--- src/rtl/tick_object_mover.sv ---
// rtl/tick_object_mover.sv - per-tick object mover with erase/update/draw plot handshake; TICK_OBJECT_MOVER_BOUNCE_EN reflects at edges
module tick_object_mover #(
    parameter int SCREEN_W = 160,
    parameter int SCREEN_H = 120,
    parameter int X_INIT   = 80,
    parameter int Y_INIT   = 60
) (
    input  logic       clk,
    input  logic       reset_n,
    input  logic       tick,
    input  logic [3:0] vel_x,
    input  logic [3:0] vel_y,
    input  logic       enable,
    output logic       plot_req,
    output logic       plot_erase,
    output logic [7:0] plot_x,
    output logic [6:0] plot_y,
    input  logic       plot_ack,
    output logic [7:0] pos_x,
    output logic [6:0] pos_y,
    output logic       busy,
`ifdef TICK_OBJECT_MOVER_BOUNCE_EN
    output logic       bounce,
`endif
    output logic       tick_overrun
);

    localparam logic [1:0] S_IDLE   = 2'd0;
    localparam logic [1:0] S_ERASE  = 2'd1;
    localparam logic [1:0] S_UPDATE = 2'd2;
    localparam logic [1:0] S_DRAW   = 2'd3;

    localparam logic signed [8:0] W9    = 9'(SCREEN_W);
    localparam logic signed [7:0] H8    = 8'(SCREEN_H);
    localparam logic signed [8:0] X_MAX = 9'(SCREEN_W - 1);
    localparam logic signed [7:0] Y_MAX = 8'(SCREEN_H - 1);

    logic [1:0]        state;
    logic              pending;
    logic              ack_ok;
    logic              start;
    logic              plotting;
    logic [3:0]        vx_eff;
    logic [3:0]        vy_eff;
    logic signed [8:0] sum_x;
    logic signed [7:0] sum_y;
    logic [7:0]        new_x;
    logic [6:0]        new_y;

    assign plotting = (state == S_ERASE) || (state == S_DRAW);
    // plot_req is only ever high in ERASE/DRAW, so this also ignores acks in IDLE/UPDATE
    assign ack_ok   = plotting && plot_req && plot_ack;
    assign start    = (state == S_IDLE) && (tick || pending) && enable;
    assign busy     = (state != S_IDLE);

`ifdef TICK_OBJECT_MOVER_BOUNCE_EN
    logic flip_x;
    logic flip_y;
    logic refl_x;
    logic refl_y;

    function automatic logic [3:0] neg_sat(input logic [3:0] v);
        return (v == 4'b1000) ? 4'b0111 : (~v + 4'd1);
    endfunction

    assign vx_eff = flip_x ? neg_sat(vel_x) : vel_x;
    assign vy_eff = flip_y ? neg_sat(vel_y) : vel_y;
    assign bounce = (state == S_UPDATE) && (refl_x || refl_y);
`else
    assign vx_eff = vel_x;
    assign vy_eff = vel_y;
`endif

    assign sum_x = $signed({1'b0, pos_x}) + $signed({{5{vx_eff[3]}}, vx_eff});
    assign sum_y = $signed({1'b0, pos_y}) + $signed({{4{vy_eff[3]}}, vy_eff});

    // |vel| is below either screen size, so one correction always lands on screen
    always_comb begin
        new_x = 8'(sum_x);
        new_y = 7'(sum_y);
`ifdef TICK_OBJECT_MOVER_BOUNCE_EN
        refl_x = 1'b0;
        refl_y = 1'b0;
        if (sum_x < 9'sd0) begin
            new_x  = 8'd0;
            refl_x = 1'b1;
        end else if (sum_x > X_MAX) begin
            new_x  = 8'(X_MAX);
            refl_x = 1'b1;
        end
        if (sum_y < 8'sd0) begin
            new_y  = 7'd0;
            refl_y = 1'b1;
        end else if (sum_y > Y_MAX) begin
            new_y  = 7'(Y_MAX);
            refl_y = 1'b1;
        end
`else
        if (sum_x < 9'sd0)
            new_x = 8'(sum_x + W9);
        else if (sum_x >= W9)
            new_x = 8'(sum_x - W9);
        if (sum_y < 8'sd0)
            new_y = 7'(sum_y + H8);
        else if (sum_y >= H8)
            new_y = 7'(sum_y - H8);
`endif
    end

    always_ff @(posedge clk) begin
        if (!reset_n) begin
            state        <= S_IDLE;
            pos_x        <= 8'(X_INIT);
            pos_y        <= 7'(Y_INIT);
            plot_req     <= 1'b0;
            plot_erase   <= 1'b0;
            plot_x       <= 8'd0;
            plot_y       <= 7'd0;
            pending      <= 1'b0;
            tick_overrun <= 1'b0;
`ifdef TICK_OBJECT_MOVER_BOUNCE_EN
            flip_x       <= 1'b0;
            flip_y       <= 1'b0;
`endif
        end else begin
            case (state)
                S_IDLE: begin
                    if (start) begin
                        state  <= S_ERASE;
                        plot_x <= pos_x;
                        plot_y <= pos_y;
                    end
                end
                S_ERASE: begin
                    if (ack_ok)
                        state <= S_UPDATE;
                end
                S_UPDATE: begin
                    pos_x  <= new_x;
                    pos_y  <= new_y;
                    plot_x <= new_x;
                    plot_y <= new_y;
                    state  <= S_DRAW;
`ifdef TICK_OBJECT_MOVER_BOUNCE_EN
                    if (refl_x)
                        flip_x <= ~flip_x;
                    if (refl_y)
                        flip_y <= ~flip_y;
`endif
                end
                S_DRAW: begin
                    if (ack_ok)
                        state <= S_IDLE;
                end
                default: state <= S_IDLE;
            endcase

            plot_req   <= plotting && !ack_ok;
            plot_erase <= (state == S_ERASE) && !ack_ok;

            if (start) begin
                pending <= 1'b0;
            end else if (busy && tick) begin
                if (pending)
                    tick_overrun <= 1'b1;
                else
                    pending <= 1'b1;
            end
            // a dead object must not resume from a tick queued during its last move
            if ((state == S_DRAW) && ack_ok && !enable)
                pending <= 1'b0;
        end
    end

endmodule

--- config.mk ---
export PLATFORM = sky130hd
export DESIGN_NAME = tick_object_mover
export DESIGN_NICKNAME = d
export VERILOG_FILES = /design/src/rtl/tick_object_mover.sv
export SDC_FILE = /design/constraint.sdc
export NUM_CORES = 1
export LEC_CHECK = 0
export BUFFER_PORTS_ARGS = -buffer_cell sky130_fd_sc_hd__buf_4
export CORE_UTILIZATION = 34
export CTS_BUF_LIST = sky130_fd_sc_hd__clkbuf_8
export CTS_CLUSTER_SIZE = 20
export DETAILED_ROUTE_END_ITERATION = 12
export GPL_TIMING_DRIVEN = 0
export PLACE_DENSITY = 0.57
export SLEW_MARGIN = 20
export SYNTH_ARGS = -nofsm -noshare
export SYNTH_HDL_FRONTEND = slang
export SYNTH_SLANG_ARGS = --single-unit
export TNS_END_PERCENT = 50
--- constraint.sdc ---
create_clock -name clk -period 6.23 [get_ports clk]
set_clock_uncertainty 0.1 [all_clocks]
set_input_delay 0.623 -clock clk [delete_from_list [all_inputs] [get_ports clk]]
set_output_delay 0.623 -clock clk [all_outputs]
set_load 0.1 [all_outputs]
==> out/results.ini <==
[die]
dieArea_mm2 = 0.00761
die_x_um = 87.2
core.rowCount = 30
die_h_um = 87.2
coreArea_mm2 = 0.00691
io_pins = 47
start_util = 0.357

[logic_synthesis]
synth_fa_ha_area_frac = 0.133
synth-edff-count = 0
synth-compound-area-share = 0.258
yosys.area_share.simple = 0.200
synthArstFlopShare = 0
netlist_area_mm2 = 0.00247
yosysWarnings = 0
muxShareOfSynthArea = 0.0451
syn_area_per_cell_um2 = 8.40
synth_ff_type = dfxtp_1
synthCells = 294
synth_nets = 332
ys_seq_area_frac = 0.292
synth_top_family_by_area = compound AO/OA/AOI/OAI gates
synth.distinct_cells = 60
synth.ff_latch_count = 36
yosys.area_share.xor_xnor = 0.0248

[final_layout]
area_growth_pct = 22.6
antenna_cells = 0
mostFrequentLayoutCell = buf_4
drive_above_1_share = 0.198
final_cell_mix = buf_4 (48), nor2_1 (38), dfxtp_1 (36)
layout.nets = 385
fin_cells = 444
multi_input_area_mm2 = 0.00163
fillCellCount = 742
seq_area_um2 = 721

[clocking]
clkTransAtPathRegs_ps = 80
htree_num_levels = 2
post_cts.repair.setup_buffers = 0
cts-root-buf = clkbuf_8
holdBufCountCts = 0
worstSkewPairLatency_ps = 290
cts_tree = done
clock-sinks = 36
cts_resized = 0
numCtsBuffers = 5
cts_buffer_depth = 2

[pwr]
powerDensity_mw_per_mm2 = 517
p_total_uw = 1570
vdd_drop_max_mv = 0.336
power_leakage_uw = 0.00127

[place]
hpwl_mm = 4.76
port_buffers = 46
gp_congestion = 0.854
placedCellCount = 436

[routing]
wl_mm = 6.30
first_pass_iters = 4
drtIter0Drc = 88
drc_errors = 0
antenna_left = 0
vias_per_cell = 5.37
wl_per_cell_um = 14.2
vias = 2383

[timing]
setup_viol = 0
finalSetupTns_ps = 0
tightestPinTransition_ps = 690
hold_viol = 0
timing.final.crit_share = 0.562
grt_setup_unrepaired = false
relSlewSlack = 0.540
finalMaxSlewViolations = 0
timing.fmax_mhz = 286
fin_crit_ps = 3500

[critical_path]
cp-start-kind = input port
required_ps = 6300
arrival_ps = 3580
r2r-start = pos_x[0]
cp-end-kind = flip-flop
crit_start = vel_x[0]
worstPathMaxFanout = 7
crit_type = in -> reg
r2r_slack_ps = 2840

[run_status]
outcome = completed

[global_route]
grt_max_degree = 14
grt_pass1_vias = 2163
grt_overflow = 0
antenna_found_initial = 0
grtUsageTotal = 0.171
grt_pass1_wl_mm = 10.3

[job]
drv_cap = 0

[hold_path]
hold_start = plot_x[2]
hp-class = reg -> reg

==> cells in the mapped netlist, types with 2 or more instances <==
master | count | share of area
nor2_1 | 38 | 0.058
dfxtp_1 | 36 | 0.29
ha_1 | 23 | 0.12
a21oi_1 | 21 | 0.043
inv_1 | 14 | 0.021
nand2_1 | 12 | 0.018
o21ai_0 | 11 | 0.022
a211oi_1 | 10 | 0.030
mux2i_1 | 10 | 0.041
nor3_1 | 9 | 0.018
nand3_1 | 8 | 0.016
o211ai_1 | 6 | 0.018
o31ai_1 | 5 | 0.015
and3_1 | 4 | 0.010
buf_2 | 4 | 0.0081
clkbuf_1 | 4 | 0.0061
nor2b_1 | 4 | 0.010
o21a_1 | 4 | 0.012
xnor2_1 | 4 | 0.014
nand2b_1 | 3 | 0.0076
nand4b_1 | 3 | 0.011
nor3b_1 | 3 | 0.0091
o21ai_1 | 3 | 0.0061
or3_1 | 3 | 0.0076
xor2_1 | 3 | 0.011
a2111oi_0 | 2 | 0.0071
a211oi_2 | 2 | 0.010
a21o_1 | 2 | 0.0061
a311o_1 | 2 | 0.0081
a31oi_1 | 2 | 0.0051
and2_1 | 2 | 0.0051
buf_4 | 2 | 0.0061
fa_1 | 2 | 0.016
nor4b_1 | 2 | 0.0071
o2111a_1 | 2 | 0.0091
o211a_1 | 2 | 0.0081
o41ai_1 | 2 | 0.0071
or2_2 | 2 | 0.0051
or3b_1 | 2 | 0.0071
==> metal layers <==
layer,up-vias,GRT usage,wire length (um)
li1,1200,-,-
met2,49,0.281,2860
met1,1127,0.236,3160
met5,-,0,0
met3,7,0.0284,209
met4,0,0.0373,72
==> metrics by stage <==
stage          setup slack (ps)  instance area [um^2]  hold slack [ps]   util
2_1_floorplan              2650                  2470              382      -
3_3_place_gp               2500                  2930              349  0.425
3_5_place_dp               2460                  2930              369  0.425
4_1_cts                    2750                  3030              388  0.438
5_1_grt                    2540                  3030              408  0.438
6_report                   2730                  3030              381  0.438
==> report_power, final <==
group	internal (uW)	total, uW	switching (uW)
registers	288	336	47.9
clock network	79.2	172	92.4
logic	298	1060	760
==> logic make-up (layout without fill, tap and decap cells) <==
group                      count (synthesis)  count (layout)
and+or+nand+nor                           98              98
muxes                                     11              11
xor gates and xnor gates                   7               7
DFF                                       36              36
buffers and inverters                     27              81
AOI/OAI and AO/OA                         90              90
adders and majority gates                 25              25
==> worst paths after layout <==
check	to	cells past startpoint
min	plot_x[2]	2
min reg2reg	plot_x[2]	2
max reg2reg	plot_x[6]	11
max	plot_x[6]	12
==> worst max-delay path: stages <==
cell       delay [ps]
buf_4             110
ha_1              240
fa_1              450
a21oi_2           250
o2111a_1          200
or3_1             110
clkbuf_2          160
inv_1              60
ha_1              280
a2111oi_0         600
o31ai_1           190
o41a_1            330
==> final cells by class <==
type                    instances  area share
well taps                      96      0.0397
inverters                      15      0.0186
clock buffers                   5      0.0227
flip-flops and latches         36       0.238
repair buffers                 46       0.114
plain buffers                  12      0.0194
clock inverters                 3     0.00785
multi-input cells             231       0.539
==> sequential cells by signal, indices dropped and copies added (netlist names) <==
signal	cells
pending	1
plot_erase	1
plot_req	1
plot_x	8
plot_y	7
pos_x	8
pos_y	7
state	2
tick_overrun	1
No activity file was read; power rests on OpenSTA's default activity.
